### src/rtl/if_id_imm_stage.sv
// LEGv8 IF/ID register with immediate-format classification and field extraction.
// Optional stall performance counter enabled by IF_ID_STALL_PERF_EN.
module if_id_imm_stage #(
  parameter int PC_W = 64
) (
  input  logic            clk,
  input  logic            reset_n,
  input  logic            in_valid,
  input  logic [31:0]     in_instr,
  input  logic [PC_W-1:0] in_pc,
  input  logic            stall,
  input  logic            flush,
  output logic            out_valid,
  output logic [31:0]     out_instr,
  output logic [PC_W-1:0] out_pc,
  output logic [2:0]      imm_fmt,
  output logic [25:0]     imm_field,
  output logic            sign_bit,
  output logic [15:0]     stall_cnt
);

  localparam logic [2:0] FMT_NONE = 3'd0;
  localparam logic [2:0] FMT_I    = 3'd1;
  localparam logic [2:0] FMT_D    = 3'd2;
  localparam logic [2:0] FMT_CB   = 3'd3;
  localparam logic [2:0] FMT_B    = 3'd4;

  logic            w_is_b;
  logic            w_is_cb;
  logic            w_is_d;
  logic            w_is_i;
  logic [2:0]      w_fmt;
  logic [25:0]     w_field;
  logic            w_sign;

  logic            r_valid;
  logic [31:0]     r_instr;
  logic [PC_W-1:0] r_pc;
  logic [2:0]      r_fmt;
  logic [25:0]     r_field;
  logic            r_sign;

  assign w_is_b  = in_instr[31:26] == 6'b000101;
  assign w_is_cb = (in_instr[31:24] == 8'b10110100) ||
                   (in_instr[31:24] == 8'b10110101) ||
                   (in_instr[31:24] == 8'b01010100);
  assign w_is_d  = (in_instr[31:21] == 11'b11111000010) ||
                   (in_instr[31:21] == 11'b11111000000);
  assign w_is_i  = (in_instr[31:22] == 10'b1001000100) ||
                   (in_instr[31:22] == 10'b1101000100);

  // Opcode groups are disjoint, so a one-hot decode keeps first-match order.
  always_comb begin
    w_fmt   = FMT_NONE;
    w_field = '0;
    w_sign  = 1'b0;
    unique case (1'b1)
      w_is_b: begin
        w_fmt   = FMT_B;
        w_field = in_instr[25:0];
        w_sign  = in_instr[25];
      end
      w_is_cb: begin
        w_fmt   = FMT_CB;
        w_field = {7'd0, in_instr[23:5]};
        w_sign  = in_instr[23];
      end
      w_is_d: begin
        w_fmt   = FMT_D;
        w_field = {17'd0, in_instr[20:12]};
        w_sign  = in_instr[20];
      end
      w_is_i: begin
        w_fmt   = FMT_I;
        w_field = {14'd0, in_instr[21:10]};
      end
      default: ;
    endcase
  end

  always_ff @(posedge clk or negedge reset_n) begin
    if (!reset_n) begin
      r_valid <= 1'b0;
      r_instr <= '0;
      r_pc    <= '0;
      r_fmt   <= FMT_NONE;
      r_field <= '0;
      r_sign  <= 1'b0;
    end else if (flush || (!stall && !in_valid)) begin
      r_valid <= 1'b0;
      r_instr <= '0;
      r_pc    <= '0;
      r_fmt   <= FMT_NONE;
      r_field <= '0;
      r_sign  <= 1'b0;
    end else if (!stall) begin
      r_valid <= 1'b1;
      r_instr <= in_instr;
      r_pc    <= in_pc;
      r_fmt   <= w_fmt;
      r_field <= w_field;
      r_sign  <= w_sign;
    end
  end

  assign out_valid = r_valid;
  assign out_instr = r_instr;
  assign out_pc    = r_pc;
  assign imm_fmt   = r_fmt;
  assign imm_field = r_field;
  assign sign_bit  = r_sign;

`ifdef IF_ID_STALL_PERF_EN
  logic [15:0] r_stall_cnt;

  always_ff @(posedge clk or negedge reset_n) begin
    if (!reset_n) begin
      r_stall_cnt <= '0;
    end else if (stall && !flush && r_valid &&
                 (r_stall_cnt != 16'hFFFF)) begin
      r_stall_cnt <= r_stall_cnt + 16'd1;
    end
  end

  assign stall_cnt = r_stall_cnt;
`else
  assign stall_cnt = 16'd0;
`endif

endmodule
### config.mk
export PLATFORM = sky130hd
export DESIGN_NAME = if_id_imm_stage
export DESIGN_NICKNAME = d
export VERILOG_FILES = /design/src/rtl/if_id_imm_stage.sv
export SDC_FILE = /design/constraint.sdc
export NUM_CORES = 1
export LEC_CHECK = 0
export CORE_MARGIN = 3
export CORE_UTILIZATION = 44
export CTS_CLUSTER_DIAMETER = 60
export DETAILED_ROUTE_END_ITERATION = 7
export PLACE_DENSITY = 0.95
export SETUP_SLACK_MARGIN = 0.4
export SLEW_MARGIN = 20
export SYNTH_ARGS = -nofsm -noshare
export SYNTH_HDL_FRONTEND = slang
export SYNTH_SLANG_ARGS = --single-unit
### constraint.sdc
create_clock -name clk -period 2.38 [get_ports clk]
set_input_delay 0.357 -clock clk [delete_from_list [all_inputs] [get_ports clk]]
set_output_delay 0.357 -clock clk [all_outputs]
set_load 0.02 [all_outputs]
Word-level counts from Yosys, hierarchy flattened
Cells that the tools add are included.
Word-level totals
  register bits: 127
  output and inout port bits: 143
  word-level logic and storage cells: 38
Operators by class
  equal/unequal tests: 9
  mux-type cells: 15
  reductions and logical operators: 8
Operator list (number)
  $mux W64: 2
  $pmux W26 S4: 1
  $mux W32: 2
  $mux W26: 2
  $eq A11 B11 Y1 const B: 2
  $eq A10 B10 Y1 const B: 2
  $eq A8 B8 Y1 const B: 2
  $pmux W3 S4: 1
  $eq A8 B7 Y1 const B: 1
  $eq A6 B3 Y1 const B: 1
  $mux W3: 2
  $logic_or A1 B1 Y1: 5
  $mux W1: 4
  $pmux W1 S3: 1
  $logic_not A1 Y1: 2
  $ne A2 B1 Y1 const B: 1
  $logic_and A1 B1 Y1: 1

Logic depth before layout (Yosys ltp)
Gate-level depths: netlist of run 1.
  depth after elaboration: 6
  mapped depth: 6
  gate-level depth less buffers: 5

Worst setup path before layout of run 1
OpenSTA, ideal clock, no wires.
  kind: input to register
  from: in in_instr[26]
  to: reg r_field[1] (netlist: imm_field[1])
  library setup time: 75 ps
  arrival time: 1588 ps
  data required time: 2305 ps
  path slack: 718 ps
  cell stages on the path: 6
  path through: or4b_4 > nor3b_4 > buf_6 > a22o_1 > a221oi_1 > o21ai_2
On the way
  cells in the longest elaborated chain, start to end: 6
  elaborated cells between the ends (all ways): 15
  classes of those cells: eq/ne (8); mux (3); reduce/logical (4)
Ends and longest elaborated chain
  start: declaration: RTL line 9  | input logic [31:0] in_instr,
  $eq A8 B8 Y1 (on tied branches): RTL line 44, 45
  $logic_or A1 B1 Y1: RTL line 44  | assign w_is_cb = (in_instr[31:24] == 8'b10110100) ||
  $logic_or A1 B1 Y1: RTL line 45  | (in_instr[31:24] == 8'b10110101) ||
  $pmux W26 S4 *: RTL line 57  | unique case (1'b1)
  $mux W26 *: RTL line 96  | end else if (!stall) begin
  $mux W26 *: RTL line 89  | end else if (flush || (!stall && !in_valid)) begin
  end signal: assignment: RTL line 101  | r_field <= w_field;
  end: declaration: RTL line 40  | logic [25:0] r_field;
Every way passes the cells marked *; elsewhere a longest branch is shown, timed or not. The select of a mux whose other input is x is not followed.
A chain may end at the register's enable or synchronous reset.

Worst setup path in the final report of run 1
  from: in in_instr[24]
  to: reg r_field[6] (netlist: imm_field[6])
Same word-level chain as after synthesis.

==> results of run 1 <==
-- cell usage in the layout, fill, tap and decap left out, types with 2 or more instances in the layout --
| cell | n |
|---|---|
| clkdlybuf4s50_1 | 226 |
| dfrtp_1 | 127 |
| a22o_1 | 109 |
| nand2_1 | 26 |
| clkbuf_16 | 17 |
| conb_1 | 16 |
| o21ai_1 | 14 |
| buf_4 | 10 |
| a221oi_1 | 9 |
| a22oi_1 | 8 |
| a21oi_1 | 8 |
| buf_12 | 8 |
| o21ai_0 | 5 |
| clkinv_2 | 5 |
| a222oi_1 | 3 |
| clkbuf_8 | 3 |
| clkbuf_1 | 3 |
| a32o_1 | 2 |
| or2_2 | 2 |
-- stage by stage --
step / std cells / setup WS [ns] / total power [mW] / setup TNS, ns
floorplan: 398 / 0.7176 / 2.533 / 0
global placement: 731 / 0.07962 / 2.928 / 0
detailed placement: 731 / -0.007157 / 2.948 / -0.007157
CTS: 762 / 0.4055 / 5.343 / 0
global route: 764 / 0.4080 / 5.485 / 0
finish: 764 / 0.5307 / 5.300 / 0
-- flip-flops by register name, indices dropped and copies added (netlist names) --
signal,flops
imm_field,26
imm_fmt,3
out_instr,32
out_pc,64
out_valid,1
sign_bit,1
-- cell families after synthesis --
family	Yosys count	synth area share [%]
AND/OR/NAND/NOR	42	5.079
flip-flops	127	63.23
other	1	0.07461
buffers and inverters	50	5.302
AO/OA/AOI/OAI	163	26.31
-- worst paths after layout --
kind	startpoint	end	slack, ns	cells past startpoint
worst max-delay path	in_instr[24]	imm_field[6]	0.53	8
worst min-delay path	reset_n	out_instr[20]	0.41	2
worst max register to register	imm_field[11]	imm_field[11]	1.48	2
worst min register to register	imm_fmt[0]	imm_fmt[0]	0.48	2
max in group asynchronous	reset_n	out_pc[53]	1.21	3
min in group clk	imm_fmt[0]	imm_fmt[0]	0.48	2
-- routing by layer --
layer	track usage [%]	vias to the layer above	share of wire, %
li1	-	1903	-
met1	30.72	2171	37
met2	42.85	281	51
met3	7.380	43	9.2
met4	10.10	0	2.9
met5	0	-	0
-- report_power, final --
part	leakage (nW)	internal, mW	switching [mW]
combinational	1.51	0.325	0.330
sequential	1.74	2.22	0.0377
clock	0.268	1.50	0.886
-- layout make-up --
type,instances,area [sq um]
Tap cell,140,175.2
Fill cell,698,2925
Inverter,1,3.754
Clock buffer,23,478.0
Clock inverter,7,62.56
Multi-Input combinational cell,221,1653
Timing Repair Buffer,245,2507
Sequential cell,127,3178
-- timing repair --
action	CTS	global route
setup buffers	0	2
hold endpoints to repair	26	0
hold buffers	1	0
setup endpoints to repair	0	8
==> tab_implementation.tex, run 1 <==
\begin{tabular}{lr}
\hline
Metric & Value \\
\hline
\multicolumn{2}{l}{\textbf{STA}} \\
Timing-limited maximum frequency & 0.5408 GHz \\
Final period utilization & 77.70\% \\
Number of hold violations in the final report & 0 \\
Min Hold Slack & 0.4122 ns \\
RSZ-0062 raised after global routing & false \\
Skew final & 0 ns \\
Clock period minus worst slack & 1.849 ns \\
Max-slew violation count & 0 \\
Setup violations, final & 0 \\
\multicolumn{2}{l}{\textbf{Job}} \\
Maximum capacitance violations & 0 \\
\multicolumn{2}{l}{\textbf{Logic synthesis}} \\
Gate Count Post-Synth & 383 \\
Mapped Avg Cell Area & 13.12 sq um \\
Most repeated cell in the gate-level netlist after synthesis & dfrtp\_1 \\
Register bit total from synthesis & 127 \\
FFs w/ async S/R, synth & 100.0\% \\
Area leader, netlist & dfrtp\_1 \\
Count of cell types in the netlist & 37 \\
Mapped cell area & 5026 sq um \\
Share of synthesized area occupied by flip-flops and latches & 63.23\% \\
Number of enable flip-flop cells after synthesis & 0 \\
Leading cell types by total area after synthesis & dfrtp\_1 (63\%), a22o\_1 (19\%), buf\_4 (2.4\%), nand2\_1 (1.9\%), clkbuf\_1 (1.7\%) \\
Area share of the largest cell type after synthesis & 63.23\% \\
Most common library cells after synthesis & dfrtp\_1 (127), a22o\_1 (109), nand2\_1 (26), clkbuf\_1 (23), buf\_4 (16) \\
Dominant synthesized flop cell & dfrtp\_1 \\
Total number of yosys warnings & 0 \\
\multicolumn{2}{l}{\textbf{Floorplan}} \\
Die Wd & 112.9 microns \\
Vertical die dimension & 112.9 microns \\
Placeable core region & 10980 sq um \\
Initial core utilization & 45.76\% \\
Floorplan row count & 38 \\
Top-level port count & 244 \\
Full die area & 12740 sq um \\
\multicolumn{2}{l}{\textbf{Setup path}} \\
Critical Path RT & 2.70 ns \\
Arrival time at the worst endpoint & 2.17 ns \\
Kind of end point of the critical path & flop \\
Startpoint type of the worst setup path & input pin \\
WP buf/inv & 3 \\
Worst-path maximum fanout & 23 \\
Critical path class & input pin to flop \\
Kind of cell adding the most delay to the critical path & buffers and inverters \\
Crit-path slowest cell & clkdlybuf4s50\_1 \\
Max stage delay on crit path & 0.51 ns \\
Critical-path cell list & clkdlybuf4s50\_1, nor4b\_1, a31oi\_1, nor3\_2, buf\_12, o31ai\_2, buf\_4, o21ai\_1 \\
\multicolumn{2}{l}{\textbf{Detailed routing}} \\
Vias per cell & 5.757 \\
Mean routed wirelength per cell & 21.16 microns \\
Detailed Route Iter0 Violations & 385 \\
Number of vias in the routed layout & 4398 \\
Number of iterations in the first detailed-routing pass & 6 \\
Remaining antenna violation count after routing & 0 \\
DRC & 0 \\
Final wirelength & 16170 microns \\
\multicolumn{2}{l}{\textbf{Status}} \\
Status & complete, no violations \\
\multicolumn{2}{l}{\textbf{Cells and area}} \\
Proportion of layout cells with a drive suffix above 1 & 8.974\% \\
Util after Layout & 73.37\% \\
NumNets Final & 714 \\
Area growth from synthesis to final layout & 60.32\% \\
Antenna Diode Count & 0 \\
Layout Cell Area excl Fill & 8058 sq um \\
\multicolumn{2}{l}{\textbf{CTS}} \\
Clock-pin slew on the worst setup and hold paths & 0.06 ns \\
Clock tree from TritonCTS & yes \\
Clock sinks & 127 \\
Clock latency on the worst-skew pair & 0.40 ns \\
Deepest level of the CTS H-tree & 4 \\
Post-cts resize count & 0 \\
Maximum number of buffers from clock root to sink & 2 \\
Clock buffer count from CTS & 17 \\
Clock Tree Root & clkbuf\_16 \\
\multicolumn{2}{l}{\textbf{Placed design}} \\
Area post-placement & 7467 sq um \\
Global placer's final weighted congestion & 0.9034 \\
Port bufs & 227 \\
Estimated wirelength of the detail-placed design & 11440 microns \\
\multicolumn{2}{l}{\textbf{Pwr}} \\
Cell area power density & 657.7 nW/um\^{}2 \\
Max rail drop VDD & 0.3326 mV \\
Lkg Pwr & 3.525 nW \\
\multicolumn{2}{l}{\textbf{Global route}} \\
Antenna violations before repair & 0 \\
Via count of the first global-routing pass & 4522 \\
Maximum number of pins on one net before global-route repair & 72 \\
Final global-route overflow total & 0 \\
First-pass GRT wire length & 25290 microns \\
Overall global routing resource usage & 25.39\% \\
\multicolumn{2}{l}{\textbf{Min path}} \\
Min-delay worst type & input pin to asynchronous set/reset pin \\
\hline
\end{tabular}
Note: power is estimated with default switching activity, not from simulation.
==> run 2, diff against run 1 <==
- CORE_UTILIZATION: 44 -> 41
- PLACE_DENSITY: 0.95 -> 0.91
- clock period: 2.38 -> 1.84 ns (I/O delays scaled with it)
==> tab_implementation.tex, run 2 (same netlist as run 1, synthesis figures left out) <==
\begin{tabular}{lr}
\hline
Metric & Value \\
\hline
\multicolumn{2}{l}{\textbf{Setup path}} \\
Worst flop-to-flop path startpoint & imm\_field[11] \\
Worst-path maximum fanout & 5 (-78\%) \\
Critical path class & input pin to flop \\
Kind of cell adding the most delay to the critical path & simple AND/OR/NAND/NOR gates \\
Critical path origin & in\_instr[26] \\
WP buf/inv & 3 (unchanged) \\
Critical-path cell list & buf\_6, or4b\_4, nor3b\_4, buf\_12, buf\_8, a22o\_1, a221oi\_4, o21ai\_1 \\
Crit-path slowest cell & or4b\_4 \\
Kind of end point of the critical path & flop \\
Arrival time at the worst endpoint & 1.80 ns (-0.37 ns) \\
Startpoint type of the worst setup path & input pin \\
Critical Path RT & 2.16 ns (-0.54 ns) \\
Max stage delay on crit path & 0.58 ns (+0.07 ns) \\
\multicolumn{2}{l}{\textbf{CTS}} \\
Maximum number of buffers from clock root to sink & 2 (unchanged) \\
Clock-pin slew on the worst setup and hold paths & 0.06 ns (about the same) \\
Clock buffer count from CTS & 17 (unchanged) \\
Deepest level of the CTS H-tree & 4 (unchanged) \\
Clock sinks & 127 (unchanged) \\
Clock latency on the worst-skew pair & 0.40 ns (about the same) \\
Clock tree from TritonCTS & yes \\
Clock Tree Root & clkbuf\_16 \\
\multicolumn{2}{l}{\textbf{Floorplan}} \\
Placeable core region & 11710 sq um (+6.6\%) \\
Full die area & 13620 sq um (+6.9\%) \\
Die Wd & 116.7 microns (+3.4\%) \\
Floorplan row count & 39 (+2.6\%) \\
Initial core utilization & 42.92\% (-2.8 points) \\
Top-level port count & 244 (unchanged) \\
Vertical die dimension & 116.7 microns (+3.4\%) \\
\multicolumn{2}{l}{\textbf{Cells and area}} \\
Proportion of layout cells with a drive suffix above 1 & 17.52\% (+8.5 points) \\
Layout Cell Area excl Fill & 8386 sq um (+4.1\%) \\
Area growth from synthesis to final layout & 66.84\% \\
NumNets Final & 750 (+5.0\%) \\
Commonest cells after routing, fill and taps aside & dfrtp\_1 (127), dlygate4sd2\_1 (113), a22o\_1 (109) \\
Max reg flops & 64 (unchanged) \\
Most common library cell in the layout ignoring fill and taps & dfrtp\_1 \\
Antenna Diode Count & 0 (unchanged) \\
Non-filler cells, final & 805 (+5.4\%) \\
Util after Layout & 71.60\% (-1.8 points) \\
\multicolumn{2}{l}{\textbf{STA}} \\
Final period utilization & 80.49\% \\
RSZ-0062 raised after global routing & true \\
Total negative slack & 0 ns (unchanged) \\
Setup violations, final & 0 (unchanged) \\
Timing-limited maximum frequency & 0.6752 GHz \\
Min Hold Slack & 0.2307 ns (-0.1815 ns) \\
Skew final & 0 ns (unchanged) \\
Number of hold violations in the final report & 0 (unchanged) \\
Max-slew violation count & 0 (unchanged) \\
Clock period minus worst slack & 1.481 ns \\
\multicolumn{2}{l}{\textbf{Pwr}} \\
Max rail drop VDD & 0.4382 mV (+32\%) \\
Lkg Pwr & 4.292 nW (+22\%) \\
Cell area power density & 855.5 nW/um\^{}2 (+30\%) \\
\multicolumn{2}{l}{\textbf{Detailed routing}} \\
Number of iterations in the first detailed-routing pass & 6 (unchanged) \\
Detailed Route Iter0 Violations & 455 (+18\%) \\
Number of vias in the routed layout & 4631 (+5.3\%) \\
Final wirelength & 17650 microns (+9.1\%) \\
DRC & 0 (unchanged) \\
Remaining antenna violation count after routing & 0 (unchanged) \\
Mean routed wirelength per cell & 21.92 microns (+3.6\%) \\
Vias per cell & 5.753 (about the same) \\
\multicolumn{2}{l}{\textbf{Placed design}} \\
Cell count after placement & 755 (+3.3\%) \\
Port bufs & 227 (unchanged) \\
Estimated wirelength of the detail-placed design & 11750 microns (+2.8\%) \\
Area post-placement & 7657 sq um (+2.5\%) \\
Global placer's final weighted congestion & 0.9351 (+3.5\%) \\
\multicolumn{2}{l}{\textbf{Global route}} \\
Antenna violations before repair & 0 (unchanged) \\
Layer with the highest usage after global routing & met2 \\
Via count of the first global-routing pass & 4730 (+4.6\%) \\
Grt met2 use & 41.41\% (-1.4 points) \\
Met1 layer usage reported by global route & 30.90\% (+0.18 points) \\
Final global-route overflow total & 0 (unchanged) \\
Overall global routing resource usage & 24.66\% (-0.72 points) \\
First-pass GRT wire length & 25670 microns (+1.5\%) \\
Met3 usage in global routing & 5.855\% (-1.5 points) \\
Maximum number of pins on one net before global-route repair & 74 (+2.8\%) \\
\multicolumn{2}{l}{\textbf{Job}} \\
Maximum capacitance violations & 0 (unchanged) \\
\multicolumn{2}{l}{\textbf{Min path}} \\
Hold Crit Start & in\_instr[25] \\
Min-delay worst type & input pin to flop \\
\multicolumn{2}{l}{\textbf{Status}} \\
Status & complete, no violations \\
\hline
\end{tabular}
==> run 2: tightest hold or removal path, stage by stage <==
cell and delay [ns]:
buf_6 0.07, buf_4 0.13, a22o_1 0.12
==> run 2: final timing paths <==
check	to	slack, ns	cells after the start
worst max-delay path	imm_field[8]	0.36	8
worst min register to register	imm_fmt[1]	0.47	2
worst min-delay path	imm_field[25]	0.23	3
min in group asynchronous	out_pc[49]	0.44	3
worst max register to register	imm_field[11]	0.96	2
max in group asynchronous	out_instr[17]	1.05	3
==> run 2: what timing repair did <==
item / in CTS / in global routing
resized for setup: 164 / 39
setup endpoints to repair: 157 / 42
setup buffers: 6 / 8
gates cloned: 0 / 3
endpoints found under the hold margin: 127 / 0
pin swaps: 15 / 14
hold buffers: 1 / 0
==> run 2: power by group <==
group          switching [mW]  internal, mW  leakage, nW  total, mW
clock network            1.20          2.20        0.286       3.40
registers              0.0464          2.88         1.74       2.92
logic                   0.456         0.399         2.26      0.855
==> run 2: per-layer routing <==
| metal | up-vias | part of all wire, % |
|---|---|---|
| li1 | 1983 | - |
| met1 | 2289 | 39 |
| met2 | 311 | 49 |
| met3 | 48 | 9.5 |
| met4 | 0 | 3.1 |
| met5 | - | 0 |
==> run 2: final cells by class <==
cell class                 instances  area (sq um)
timing repair buffer             281          2664
clock inverter                    10         136.4
clock buffer                      22         464.2
multi-input combinational        221          1760
sequential                       127          3178
fill                             780          3326
tap                              143         178.9
inverter                           1         3.754
==> run 2: through the flow <==
stage / power, mW / setup slack [ns]
floorplan: 3.276 / 0.2782
global placement: 3.826 / -0.2661
detailed placement: 3.852 / -0.3776
CTS: 7.181 / 0.4022
global route: 7.417 / 0.3078
finish: 7.174 / 0.3591
==> run 3, diff against run 2 <==
- clock period: 1.84 -> 1.5 ns (I/O delays scaled with it)
==> tab_implementation.tex, run 3 (same netlist as run 1, synthesis figures left out) <==
\begin{tabular}{lr}
\hline
Metric & Value \\
\hline
\multicolumn{2}{l}{\textbf{Detailed routing}} \\
DRC & 0 (unchanged) \\
Vias per cell & 5.764 (+0.19\%) \\
Number of vias in the routed layout & 5314 (+15\%) \\
Remaining antenna violation count after routing & 0 (unchanged) \\
Met3 routed wirelength & 2014 microns (+20\%) \\
Uppermost layer routed & met4 \\
Sum of routed wire segments on met1 & 7872 microns (+16\%) \\
Mean routed wirelength per cell & 23.67 microns (+8.0\%) \\
Detailed Route Iter0 Violations & 506 (+11\%) \\
Number of iterations in the first detailed-routing pass & 5 (-1) \\
Final wirelength & 21820 microns (+24\%) \\
Metal2 WL & 10890 microns (+26\%) \\
\multicolumn{2}{l}{\textbf{Global route}} \\
First-pass GRT wire length & 30040 microns (+17\%) \\
Maximum number of pins on one net before global-route repair & 56 (-24\%) \\
Final global-route overflow total & 0 (unchanged) \\
Antenna violations before repair & 0 (unchanged) \\
Overall global routing resource usage & 29.45\% (+4.8 points) \\
Via count of the first global-routing pass & 5335 (+13\%) \\
\multicolumn{2}{l}{\textbf{CTS}} \\
Clock Tree Root & clkbuf\_16 \\
Clock latency on the worst-skew pair & 0.41 ns (about the same) \\
Clock sinks & 127 (unchanged) \\
Clock buffer count from CTS & 17 (unchanged) \\
Clock tree from TritonCTS & yes \\
Maximum number of buffers from clock root to sink & 2 (unchanged) \\
Clock-pin slew on the worst setup and hold paths & 0.07 ns (about the same) \\
Deepest level of the CTS H-tree & 4 (unchanged) \\
\multicolumn{2}{l}{\textbf{Cells and area}} \\
NumNets Final & 867 (+16\%) \\
Number of fillers in the final layout & 502 (-36\%) \\
Most common library cell in the layout ignoring fill and taps & buf\_6 \\
Register area & 3178 sq um (unchanged) \\
Layout Cell Area excl Fill & 9963 sq um (+19\%) \\
Proportion of layout cells with a drive suffix above 1 & 48.01\% (+30 points) \\
Area growth from synthesis to final layout & 98.23\% \\
Max reg flops & 64 (unchanged) \\
Commonest cells after routing, fill and taps aside & buf\_6 (144), buf\_4 (130), dfrtp\_1 (127) \\
Util after Layout & 85.07\% (+13 points) \\
Antenna Diode Count & 0 (unchanged) \\
Combined area of the multi-input logic cells & 1795 sq um (+2.0\%) \\
\multicolumn{2}{l}{\textbf{Min path}} \\
Hold Crit Start & in\_instr[27] \\
Endpoint of the worst hold path & out\_instr[27] \\
Min-delay worst type & input pin to flop \\
Worst Hold Path Cells & 2 (-1) \\
\multicolumn{2}{l}{\textbf{Setup path}} \\
Max stage delay on crit path & 0.60 ns (+0.02 ns) \\
Startpoint type of the worst setup path & input pin \\
Kind of cell adding the most delay to the critical path & simple AND/OR/NAND/NOR gates \\
Crit-path slowest cell & or4b\_4 \\
Kind of end point of the critical path & flop \\
Worst flop-to-flop path startpoint & imm\_field[9] \\
Worst-case reg-to-reg path depth & 3 (+1) \\
WP buf/inv & 3 (unchanged) \\
Arrival time at the worst endpoint & 1.88 ns (+0.08 ns) \\
Critical Path RT & 1.83 ns (-0.33 ns) \\
Worst-path maximum fanout & 6 (+1) \\
Critical-path cell list & buf\_6, or4b\_4, nor3b\_4, buf\_4, buf\_12, a22o\_1, a221oi\_2, o21ai\_1 \\
Destination of the worst register-to-register timing path & imm\_field[9] \\
Reg2reg setup slack & 0.41 ns (-0.55 ns) \\
Critical path class & input pin to flop \\
\multicolumn{2}{l}{\textbf{Placed design}} \\
Area post-placement & 7774 sq um (+1.5\%) \\
Estimated wirelength of the detail-placed design & 11650 microns (-0.88\%) \\
Global placer's final weighted congestion & 0.9033 (-3.4\%) \\
Port bufs & 227 (unchanged) \\
\multicolumn{2}{l}{\textbf{Pwr}} \\
Lkg Pwr & 4.896 nW (+14\%) \\
Combinational fraction of design power & 14.6\% (+2.7 points) \\
Clock network fraction of design power & 47.6\% (+0.3 points) \\
Cell area power density & 956.1 nW/um\^{}2 (+12\%) \\
Max rail drop VDD & 0.7443 mV (+70\%) \\
Internal power & 7.200 mW (+32\%) \\
Fraction of power consumed by sequential logic & 37.9\% (-2.8 points) \\
Switching part of the total power & 24.42\% (+0.72 points) \\
Net switching power figure & 2.326 mW (+37\%) \\
\multicolumn{2}{l}{\textbf{STA}} \\
Setup violations, final & 3 (+3) \\
Clock period minus worst slack & 1.547 ns \\
Skew final & 0 ns (unchanged) \\
RSZ-0062 raised after global routing & true \\
Max-slew violation count & 0 (unchanged) \\
Number of hold violations in the final report & 0 (unchanged) \\
Final period utilization & 103.1\% \\
Timing-limited maximum frequency & 0.6464 GHz \\
Setup ws final & -0.04699 ns (-0.4060 ns) \\
\multicolumn{2}{l}{\textbf{Floorplan}} \\
Full die area & 13620 sq um (unchanged) \\
Initial core utilization & 42.92\% (unchanged) \\
Floorplan row count & 39 (unchanged) \\
Vertical die dimension & 116.7 microns (unchanged) \\
Die Wd & 116.7 microns (unchanged) \\
Top-level port count & 244 (unchanged) \\
Placeable core region & 11710 sq um (unchanged) \\
\multicolumn{2}{l}{\textbf{Job}} \\
Maximum capacitance violations & 0 (unchanged) \\
\multicolumn{2}{l}{\textbf{Status}} \\
Violations in the final reports & setup timing \\
Status & finished, violations left \\
\hline
\end{tabular}
run 3: cell types whose count changed in the layout (fill, tap and decap cells not counted), sizes merged, moves of 4 or more:
cell / before / now
buf: 57 / 302
clkdlybuf4s50: 89 / 85
dlygate4sd2: 113 / 4
bufbuf: 0 / 4
clkdlybuf4s15: 14 / 0
clkbuf: 29 / 22
run 3: what timing repair did:
item                                    CTS  global route
cloned                                    9             0
pin swaps                                32            36
endpoints found under the setup margin  251           182
buffers inserted                         68            49
hold buffers                              1             0
hold endpoints to repair                 51             0
gates resized for setup                 839            21
run 3: power by group through the flow:
stage / registers, mW / logic, mW / clock network, mW
after detailed placement: 3.64 / 1.10 / 0
after floorplan: 3.76 / 0.266 / 0
after CTS: 3.60 / 1.29 / 4.51
after global placement: 3.64 / 1.08 / 0
after global routing: 3.62 / 1.45 / 4.76
final: 3.61 / 1.39 / 4.53
run 3: cell type report:
cell class	instances	area share (%)
inverter	1	0.03767
timing repair buffer	398	41.74
multi-input combinational	221	18.02
sequential	127	31.90
clock buffer	20	4.684
tap	143	1.796
clock inverter	12	1.821
run 3: metrics by stage:
stage / setup WS [ns] / power (mW) / TNS [ns] / hold slack (ns) / std cells
after global routing: -0.04816 / 9.820 / -0.08438 / 0.05968 / 922
final: -0.04699 / 9.526 / -0.08047 / 0.07626 / 922
after floorplan: -0.01062 / 4.031 / -0.06030 / -0.07059 / 398
after global placement: -0.4903 / 4.717 / -17.78 / 0.1017 / 763
after CTS: 0.1048 / 9.402 / 0 / 0.03941 / 873
after detailed placement: -0.6249 / 4.744 / -26.28 / 0.1083 / 763
run 3: worst register-to-register path, stage by stage (launching register included):
cell      delay, ns
dfrtp_1        0.42
buf_4          0.16
a222oi_1       0.21
a21oi_1        0.16
run 3: worst max path at each step:
| stage | endpoint | depth (start not counted) | slack (ns) | from |
|---|---|---|---|---|
| final | imm_field[8] | 8 | -0.05 | in_instr[25] |
| after global routing | imm_field[8] | 8 | -0.05 | in_instr[25] |
| after CTS | imm_field[5] | 8 | 0.10 | in_instr[23] |
| after detailed placement | imm_field[6] | 7 | -0.62 | in_instr[30] |
| after global placement | imm_field[3] | 7 | -0.49 | in_instr[26] |
| after floorplan | imm_field[1] | 6 | -0.01 | in_instr[26] |
run 3: metal layers:
layer	vias to the layer above	global-route usage, %
met5	-	0
met4	0	14.53
met3	89	8.549
met2	391	48.77
met1	2620	35.16
li1	2214	-
==> variant 1: new RTL, settings of run 2 <==
`PC_W`: 64 -> 32.
--- a/src/rtl/if_id_imm_stage.sv
+++ b/src/rtl/if_id_imm_stage.sv
@@ -2,5 +2,5 @@
 // Optional stall performance counter enabled by IF_ID_STALL_PERF_EN.
 module if_id_imm_stage #(
-  parameter int PC_W = 64
+  parameter int PC_W = 32
 ) (
   input  logic            clk,
Interface: changed (resized in_pc and out_pc); port bits go from 244 to 180. No check against the original RTL was run, so the function may have changed too.
==> variant 1 against run 2 <==
Cell area decreased by 24%; sequential cell count decreased by 32; combinational power decreased by 22%; critical path depth is 1 lower; synthesized area shrank 20%; power is 39% lower; clock skew did not move; worst setup slack got worse by 0.13 ns; register-to-register slack worse by 0.07 ns; wire length decreased by 25%; synthesized cell count down 13%; clock power fell by 56%; critical path type unchanged; highest routed layer unchanged.
==> variant 1: results (changes against run 2) <==
- VDD IR max: 0.489 mV (+12%)
- Initial DRC count: 411 (-9.7%)
- Reg2reg setup slack: 0.89 ns (-0.07 ns)
- Status: complete, no violations
- Synth top area cells: dfrtp_1 59%, a22o_1 14%, a21oi_1 3.2%
- Hold slack: 0.255 ns (+0.0244 ns)
- Gr usage total: 23.3% (-1.3 points)
- Unique masters post-synth: 34 (-8.1%)
- Port-buffer cells: 163 (-28%)
- Arrival time worst endpoint: 1.83 ns (+0.03 ns)
- Worst-path clk slew: 0.09 ns (+0.03 ns)
- Vias in the first global route: 3,857 (-18%)
- R2r endpoint: imm_field[0]
- Routed via count: 3,738 (-19%)
- Fin crit share: 87.6% (+7.1 points)
- Clock root cell: clkbuf_8
- Leak: 0.00322 µW (-25%)
- Met1 Use GR: 28.7% (-2.2 points)
- Critical Path Start: in_instr[27]
- CTS Sinks: 95 (-25%)
- H-tree Lvls: 3 (-1)
- Met2 usage: 38.4% (-3.1 points)
- Placed Cells incl. Taps: 623 (-17%)
- Dpl hpwl: 8.78 mm (-25%)
- Nets: 585 (-22%)
- Number of CTS-inserted buffers: 9 (-8)
- Routed wire length: 13.2 mm (-25%)
- Global-route wire length before repair: 20.5 mm (-20%)
- Worst hold path endpoint: out_instr[24]
- Clk Latency, worst-skew pair: 0.36 ns (-0.04 ns)
- Most instantiated cells after synthesis: 95 x dfrtp_1, 64 x a22o_1, 31 x nand2_1
- Placed Instance Area: 5980 µm² (-22%)
- Met3 Usage GRT: 7.10% (+1.2 points)
- Average wire per standard cell: 20.3 µm (-7.5%)
- Critical path fanouts, max: 13 (+8)
- Fill count: 694 (-11%)
- Synth Instances: 333 (-13%)
- Pre-CTS WS: -0.383 ns (-0.00537 ns)
- Final GP Congestion: 0.874 (-6.5%)
- M1 WL: 5.08 mm (-25%)
- Hold_sp: in_instr[24]
- Fraction of layout cells with a size suffix above 1: 15.4% (-2.2 points)
- Critical Path End: imm_field[5]
- Met3 WL: 1.32 mm (-21%)
- Largest net degree at the start of global routing: 62 (-16%)
- Number of setup buffers added after CTS: 2 (-4)
- Final Cell Area: 6340 µm² (-24%)
- Metal2 WL: 6.46 mm (-25%)
- Post_cts resized: 125 (-24%)
- Register area share after synthesis: 59.0% (-4.3 points)
- R2r startpoint: imm_field[0]
-- variant 1: power by group --
group / switching [µW] / internal, µW / leakage, µW / total (µW)
combinational: 366 / 303 / 0.00180 / 669
clock: 738 / 777 / 0.000111 / 1510
sequential: 30.8 / 2140 / 0.00131 / 2170
-- variant 1: cells by family after synthesis --
group	after synthesis	synth area share (%)
buf+inv	48	6.36
mux	1	0.248
flops	95	59.0
other cells	1	0.0930
simple gates	61	8.38
compound gates	127	26.0
-- variant 1: worst max-delay path, cell delays in order --
cell and delay (ns):
clkdlybuf4s50_1 0.51, buf_6 0.18, a2111oi_4 0.05, buf_4 0.18, buf_12 0.14, a222oi_1 0.38, a21oi_1 0.12
-- variant 1: area by class of cell --
type / count / area share [%]
Sequential cell: 95 / 37.5
Timing Repair Buffer: 205 / 31.8
Multi-Input combinational cell: 205 / 24.7
Tap cell: 129 / 2.55
Clock buffer: 10 / 2.01
Clock inverter: 6 / 1.44
==> variant 2: new RTL, config.mk and constraints of run 2 <==
Made on the original files. Build with the macro `IF_ID_STALL_PERF_EN` defined.
--- a/src/rtl/if_id_imm_stage.sv
+++ b/src/rtl/if_id_imm_stage.sv
@@ -1,4 +1,6 @@
 // LEGv8 IF/ID register with immediate-format classification and field extraction.
 // Optional stall performance counter enabled by IF_ID_STALL_PERF_EN.
+`define IF_ID_STALL_PERF_EN
+
 module if_id_imm_stage #(
   parameter int PC_W = 64
Formal check against the unedited RTL: not equivalent (Yosys sat finds a counterexample within 4 cycles, from zero or initial values and one cycle with reset_n low).
==> variant 2 against run 2 <==
Sequential cell count increased by 16; cell area is 23% higher; critical path type is now flop to flop; cell count up 21%; wire length grew 27%; critical path depth shrank 2; utilization rose by 1.8 points; non-clock buffer count grew 57; critical endpoint is now stall_cnt[12]; worst setup slack got worse by 0.14 ns; power increased by 12%; synthesized area increased by 18%.
==> variant 2: results (changes against run 2) <==
- R2R cell count: 6 (+4)
- Port-buffer cells: 243 (+7.0%)
- Final GP Congestion: 0.878 (-6.1%)
- CTS Sinks: 143 (+13%)
- Unique masters post-synth: 42 (+14%)
- Final Cell Area: 10,300 µm² (+23%)
- Multi-In Gates: 280 (+27%)
- Hold slack: 0.196 ns (-0.0345 ns)
- Global-route wire length before repair: 33.7 mm (+31%)
- Core area: 14,000 µm² (+20%)
- Number of setup buffers added after CTS: 20 (+14)
- Synth top area cells: dfrtp_1 60%, a22o_1 15%, clkbuf_1 2.3%
- Register area share after synthesis: 60.2% (-3.1 points)
- Post_cts resized: 259 (+58%)
- Bufs w/o clock: 338 (+20%)
- CP peak stage delay: 0.39 ns (-0.19 ns)
- Area of the multi-input gates: 2510 µm² (+42%)
- Dpl hpwl: 14.2 mm (+21%)
- Worst Setup Start Kind: flop
- Arrival time worst endpoint: 1.93 ns (+0.13 ns)
- Gr usage total: 26.7% (+2.1 points)
- P_sw: 2090 µW (+23%)
- Pre-CTS WS: -0.459 ns (-0.0817 ns)
- Pwr Density: 783 nW/µm² (-8.5%)
- Logic pwr share: 14.3% (+2.4 points)
- Crit-path slowest cell: dfrtp_2
- Critical Path End: stall_cnt[12]
- R2r startpoint: stall_cnt[4]
- P_clk: 3550 µW (+4%)
- Clock Skews: 0.00531 ns (+0.00531 ns)
- Nets: 884 (+18%)
- Status: complete, no violations
- Clock-cell share of area: 5.78% (-1.4 points)
- Area occupied by registers: 3600 µm² (+13%)
- Placed Instance Area: 9070 µm² (+18%)
- Placed Cells incl. Taps: 890 (+18%)
- Routed wire length: 22.5 mm (+27%)
- Leak: 0.00473 µW (+10%)
- Most instantiated cells after synthesis: 143 x dfrtp_1, 100 x a22o_1, 37 x clkbuf_1
- Routed via count: 5,763 (+24%)
- # clk buffers: 19 (-14%)
- Fraction of layout cells with a size suffix above 1: 29.8% (+12 points)
- Average wire per standard cell: 23.1 µm (+5.2%)
- Signal buffers share of area: 32.7% (+0.95 points)
==> variant 2: cell types whose count changed after synthesis, sizes merged, moves of 4 or more <==
| cell | delta |
|---|---|
| a211oi | +16 |
| xnor2 | +4 |
| o21ai | -9 |
| a32o | +9 |
| clkbuf | +14 |
| xor2 | +9 |
| dfrtp | +16 |
| buf | -18 |
| nand3 | +13 |
| a21oi | +9 |
| a22o | -9 |
| nand4 | +4 |
| a222oi | +9 |
==> variant 2: kinds of logic after synthesis <==
group	Yosys count	share of synthesized area, %
simple gates	71	6.58
flops	143	60.2
compound gates	191	27.3
mux	3	0.568
buf+inv	47	3.22
xor+xnor	13	1.91
fa+ha+maj	1	0.210
==> variant 2: per-layer routing <==
metal	track usage [%]	wire length [µm]
met4	9.46	700
met1	31.7	8260
met2	46.3	11600
met5	0	0
met3	7.87	1870
==> variant 2: worst min-delay path: stages <==
cell and delay, ns:
buf_2 0.09, buf_4 0.11, a22o_1 0.11
